`config.mk`:
```
export PLATFORM = sky130hd
export DESIGN_NAME = traffic_light_controller
export DESIGN_NICKNAME = d
export VERILOG_FILES = /design/src/rtl/traffic_light_controller.sv
export SDC_FILE = /design/constraint.sdc
export NUM_CORES = 1
export LEC_CHECK = 0
export ABC_AREA = 1
export CAP_MARGIN = 10
export CORE_MARGIN = 1
export CORE_UTILIZATION = 41
export CTS_CLUSTER_DIAMETER = 150
export CTS_CLUSTER_SIZE = 14
export DETAILED_ROUTE_END_ITERATION = 8
export PLACE_DENSITY = 0.62
export SYNTH_ARGS = -nofsm -noshare
export SYNTH_HDL_FRONTEND = slang
export SYNTH_SLANG_ARGS = --single-unit
export TNS_END_PERCENT = 10
```
`constraint.sdc`:
```
create_clock -name clk -period 5.1 [get_ports clk]
set_input_delay 0.51 -clock clk [delete_from_list [all_inputs] [get_ports clk]]
set_output_delay 0.51 -clock clk [all_outputs]
set_load 0.02 [all_outputs]
```
`src/rtl/traffic_light_controller.sv`:
```
// Traffic light controller for a main road (two through directions M1/M2
// plus a turn lane MT) crossing a side road S.
// Moore FSM cycling S1..S6; each state dwells T_x clk cycles, timed by an
// 8-bit counter that clears on every state entry.
// Optional macro TLC_ALL_RED_EN inserts an all-red state AR between S6 and S1.
// Lamp encoding is one-hot: 001 green, 010 yellow, 100 red.
module traffic_light_controller #(
  parameter int T_MAIN = 7,
  parameter int T_M2Y  = 2,
  parameter int T_MT   = 5,
  parameter int T_MY   = 2,
  parameter int T_SIDE = 3,
  parameter int T_SY   = 2,
  parameter int T_AR   = 1
) (
  input  logic       clk,
  input  logic       rst,
  output logic [2:0] M1,
  output logic [2:0] MT,
  output logic [2:0] M2,
  output logic [2:0] S
);

  localparam logic [2:0] L_G = 3'b001;
  localparam logic [2:0] L_Y = 3'b010;
  localparam logic [2:0] L_R = 3'b100;

  // Lamp word packing is {M1, M2, MT, S}.
  localparam logic [11:0] LAMPS_S1 = {L_G, L_G, L_R, L_R};

  // A dwell of 0 is treated as 1 so every state lasts at least one cycle.
  localparam logic [7:0] D_MAIN = (T_MAIN == 0) ? 8'd1 : 8'(T_MAIN);
  localparam logic [7:0] D_M2Y  = (T_M2Y  == 0) ? 8'd1 : 8'(T_M2Y);
  localparam logic [7:0] D_MT   = (T_MT   == 0) ? 8'd1 : 8'(T_MT);
  localparam logic [7:0] D_MY   = (T_MY   == 0) ? 8'd1 : 8'(T_MY);
  localparam logic [7:0] D_SIDE = (T_SIDE == 0) ? 8'd1 : 8'(T_SIDE);
  localparam logic [7:0] D_SY   = (T_SY   == 0) ? 8'd1 : 8'(T_SY);

`ifdef TLC_ALL_RED_EN
  localparam logic [7:0] D_AR   = (T_AR   == 0) ? 8'd1 : 8'(T_AR);

  typedef enum logic [2:0] {
    ST_S1 = 3'd0,
    ST_S2 = 3'd1,
    ST_S3 = 3'd2,
    ST_S4 = 3'd3,
    ST_S5 = 3'd4,
    ST_S6 = 3'd5,
    ST_AR = 3'd6
  } state_t;
`else
  typedef enum logic [2:0] {
    ST_S1 = 3'd0,
    ST_S2 = 3'd1,
    ST_S3 = 3'd2,
    ST_S4 = 3'd3,
    ST_S5 = 3'd4,
    ST_S6 = 3'd5
  } state_t;
`endif

  state_t      state_q, state_d;
  logic [7:0]  cnt_q, cnt_d;
  logic [11:0] lamps_q;

  state_t      nxt;
  logic [7:0]  dwell;
  logic        illegal;
  logic        advance;

  // Lamp pattern shown while in a given state.
  function automatic logic [11:0] lamps_of(input state_t st);
    case (st)
      ST_S1:   lamps_of = {L_G, L_G, L_R, L_R};
      ST_S2:   lamps_of = {L_G, L_Y, L_R, L_R};
      ST_S3:   lamps_of = {L_G, L_R, L_G, L_R};
      ST_S4:   lamps_of = {L_Y, L_R, L_Y, L_R};
      ST_S5:   lamps_of = {L_R, L_R, L_R, L_G};
      ST_S6:   lamps_of = {L_R, L_R, L_R, L_Y};
`ifdef TLC_ALL_RED_EN
      ST_AR:   lamps_of = {L_R, L_R, L_R, L_R};
`endif
      default: lamps_of = LAMPS_S1;
    endcase
  endfunction

  // Next-state and dwell selection; unused encodings fall back to S1.
  always_comb begin
    nxt     = ST_S1;
    dwell   = D_MAIN;
    illegal = 1'b0;
    case (state_q)
      ST_S1: begin dwell = D_MAIN; nxt = ST_S2; end
      ST_S2: begin dwell = D_M2Y;  nxt = ST_S3; end
      ST_S3: begin dwell = D_MT;   nxt = ST_S4; end
      ST_S4: begin dwell = D_MY;   nxt = ST_S5; end
      ST_S5: begin dwell = D_SIDE; nxt = ST_S6; end
`ifdef TLC_ALL_RED_EN
      ST_S6: begin dwell = D_SY;   nxt = ST_AR; end
      ST_AR: begin dwell = D_AR;   nxt = ST_S1; end
`else
      ST_S6: begin dwell = D_SY;   nxt = ST_S1; end
`endif
      default: begin dwell = 8'd1; nxt = ST_S1; illegal = 1'b1; end
    endcase
    advance = illegal || (cnt_q == dwell - 8'd1);
    state_d = advance ? nxt : state_q;
    cnt_d   = advance ? 8'd0 : cnt_q + 8'd1;
  end

  // State, dwell counter and registered lamps; reset forces S1 at once.
  always_ff @(posedge clk or posedge rst) begin
    if (rst) begin
      state_q <= ST_S1;
      cnt_q   <= 8'd0;
      lamps_q <= LAMPS_S1;
    end else begin
      state_q <= state_d;
      cnt_q   <= cnt_d;
      lamps_q <= lamps_of(state_d);
    end
  end

  assign {M1, M2, MT, S} = lamps_q;

endmodule

```
==> impl_metrics.ini <==
[clock_tree]
ctsLongestPathBuffers = 2
ctsHoldBuffers = 0
cts_htree_levels = 1
tritoncts = built
clk_pin_slew_ns = 0.12
cts_root_buffer = sky130_fd_sc_hd__clkbuf_4
cts.repair.resized = 0
clk_lat_worst_skew_ns = 0.30
postCtsSetupRepairBufs = 0
clock_sinks = 22
cts-buffers-inserted = 3

[logic_synthesis]
netlist-cell-type-count = 23
synth-warning-count = 0
post_synth_instance_area_sq_um = 1120
synth_sequential_area_ratio = 0.494
syn-instance-count = 122
syn_area_per_cell_sq_um = 9.21
synth-edff-count = 0
synth-async-reset-ratio = 1.00
ys_ff_latch = 22
synth.net_count = 127
synth_ff_type = sky130_fd_sc_hd__dfrtp_1

[layout]
num_antenna_cells = 0
multi_input_area_sq_um = 470
filler_cell_count = 251
final_layout_size_suffix_gt1_frac = 0.234
final-seq-area_sq_um = 556
area_delta_synth_final_pct = 16.1
final_nets = 143

[pwr]
total_power_w = 0.000274
power.ir.vdd_worst_v = 0.000184
p_per_area_nw_per_um2 = 210
power.static_leakage_nw = 0.637

[floorplan]
num_rows = 18
die_span_in_y_um = 54.4
placeableCoreArea_sq_um = 2520
floorplan.io_pins = 14
fp.dieArea_sq_um = 2950
initial_utilization = 0.445
dieWidth_um = 54.4

[worst_setup_path]
setup.worst_path.end_class = flip-flop
cp.arrival_ns = 2.65
cp.required_ns = 5.36
timing.setup.critical_path_class = flip-flop to flip-flop
setup.worst_path.start_class = flip-flop
critPathMaxFanout = 12
reg2reg_setup_slack_ns = 2.72

[drt]
antenna_violating_nets_post_route = 0
firstDrtPassIters = 4
detailroute.via_count = 751
average_via_count_per_standard_cell = 4.50
post-route-drc-count = 0
drt-total-wl_um = 1820
avgRoutedWirePerCell_um = 10.9
drt_iter0_markers = 21

[job]
cap_viol_max_count = 0

[sta]
setup-violations-final = 0
skew_ns = 0.000688
finalMaxSlewViolations = 0
tns_setup_ns = 0
fmaxAchievable_mhz = 420
whs_ns = 0.547
finalHoldViolCount = 0
rsz0062_at_grt = false
final.period_utilization = 0.467
worst_slew_margin_rel = 0.452
transition_time_at_the_pin_with_the_least_slew_margin_ns = 0.821
fin_crit_ns = 2.38

[placed_design]
post-dp-hpwl_um = 1300
gp_routability_congestion = 0.740
port-buffer-count = 13

[global_routing]
antenna_found_initial = 0
grt_use_total = 0.153
grt_pass1_vias = 721
grt_pass1_wl_um = 3140
grt_overflow = 0
grt_start_max_net_pins = 23

[hold_path]
hp-class = flip-flop to flip-flop

[run_status]
result_of_the_run = finished clean
==> power breakdown <==
group          switching [W]  internal [W]
Clock              0.0000520     0.0000436
Sequential                 0      0.000175
Combinational     0.00000329   0.000000708
Total              0.0000553      0.000219
==> sequential cells by signal, indices dropped and copies added, names as in the netlist <==
register and count:
cnt_q 8, lamps_q 11, state_q 3
==> cells in the final DEF (no fill, tap or decap), types with 2 or more instances in the layout <==
cell / count
sky130_fd_sc_hd__nand2_1: 22
sky130_fd_sc_hd__nand3_1: 5
sky130_fd_sc_hd__clkbuf_4: 3
sky130_fd_sc_hd__nor2_4: 2
sky130_fd_sc_hd__nand2_2: 7
sky130_fd_sc_hd__nand2_4: 5
sky130_fd_sc_hd__nor2_1: 16
sky130_fd_sc_hd__xor2_1: 2
sky130_fd_sc_hd__nor2_2: 2
sky130_fd_sc_hd__inv_1: 16
sky130_fd_sc_hd__nor3b_1: 4
sky130_fd_sc_hd__a21oi_1: 4
sky130_fd_sc_hd__inv_2: 4
sky130_fd_sc_hd__clkdlybuf4s50_1: 13
sky130_fd_sc_hd__dfrtp_1: 18
sky130_fd_sc_hd__ha_1: 3
sky130_fd_sc_hd__dfstp_2: 4
==> kinds of logic after synthesis <==
group	share of synthesized area
AND/OR/NAND/NOR	0.325
buffers and inverters	0.0869
flip-flops	0.494
AO/OA/AOI/OAI	0.0445
adder cells (fa/ha/maj)	0.0334
XOR/XNOR	0.0156
==> worst max-delay path: stages (launching register included) <==
cell and delay [ns]:
sky130_fd_sc_hd__dfrtp_1 0.45, sky130_fd_sc_hd__nand2_1 0.17, sky130_fd_sc_hd__inv_1 0.05, sky130_fd_sc_hd__nor2_1 0.21
sky130_fd_sc_hd__ha_1 0.22, sky130_fd_sc_hd__ha_1 0.25, sky130_fd_sc_hd__nand2_1 0.09, sky130_fd_sc_hd__nand2_2 0.06
sky130_fd_sc_hd__nor2_4 0.12, sky130_fd_sc_hd__nand3_4 0.15, sky130_fd_sc_hd__nand2_4 0.20, sky130_fd_sc_hd__nand2_1 0.09
sky130_fd_sc_hd__nand2_2 0.13, sky130_fd_sc_hd__nand3_2 0.09, sky130_fd_sc_hd__inv_2 0.05
==> cell usage after synthesis (2+ instances only) <==
| library cell | n | area [sq um] |
|---|---|---|
| sky130_fd_sc_hd__dfstp_2 | 4 | 105 |
| sky130_fd_sc_hd__nor2_1 | 16 | 60.1 |
| sky130_fd_sc_hd__inv_2 | 4 | 15.0 |
| sky130_fd_sc_hd__a21oi_1 | 4 | 20.0 |
| sky130_fd_sc_hd__nor2_2 | 2 | 12.5 |
| sky130_fd_sc_hd__nand3_1 | 5 | 25.0 |
| sky130_fd_sc_hd__inv_1 | 16 | 60.1 |
| sky130_fd_sc_hd__xor2_1 | 2 | 17.5 |
| sky130_fd_sc_hd__nand2_4 | 5 | 56.3 |
| sky130_fd_sc_hd__nor2_4 | 2 | 22.5 |
| sky130_fd_sc_hd__dfrtp_1 | 18 | 450 |
| sky130_fd_sc_hd__nand2_1 | 22 | 82.6 |
| sky130_fd_sc_hd__ha_1 | 3 | 37.5 |
| sky130_fd_sc_hd__nor3b_1 | 4 | 30.0 |
| sky130_fd_sc_hd__nand2_2 | 7 | 43.8 |
==> area by class of cell <==
class	count	area share
tap	30	0.0288
multi-input combinational	78	0.360
timing repair buffer	13	0.0997
sequential	22	0.426
inverter	20	0.0575
clock buffer	4	0.0278
==> metal layers <==
layer  track usage  part of all wire  up-vias
li1              -                 -      401
met1         0.198              0.48      332
met2         0.240              0.47       14
met3        0.0417             0.042        4
met4        0.0641             0.013        0
met5             0                 0        -
==> through the flow <==
stage                util  cell area (sq um)  instances  setup slack [ns]
global route        0.517               1310        167              2.59
detailed placement  0.503               1270        163              2.78
floorplan               -               1120        122              3.04
CTS                 0.517               1310        167              2.71
finish              0.517               1310        167              2.72
global placement    0.503               1270        163              2.83
==> worst paths after layout <==
| kind | from | end | depth (start not counted) |
|---|---|---|---|
| min in group asynchronous | rst | lamps_q[8] | 2 |
| hold / removal | cnt_q[0] | cnt_q[0] | 1 |
| setup reg to reg | state_q[1] | lamps_q[6] | 14 |
| setup / recovery | state_q[1] | lamps_q[6] | 14 |
| max in group asynchronous | rst | state_q[1] | 2 |
| hold reg to reg | cnt_q[0] | cnt_q[0] | 1 |
Power figures use the tool's default switching activity.
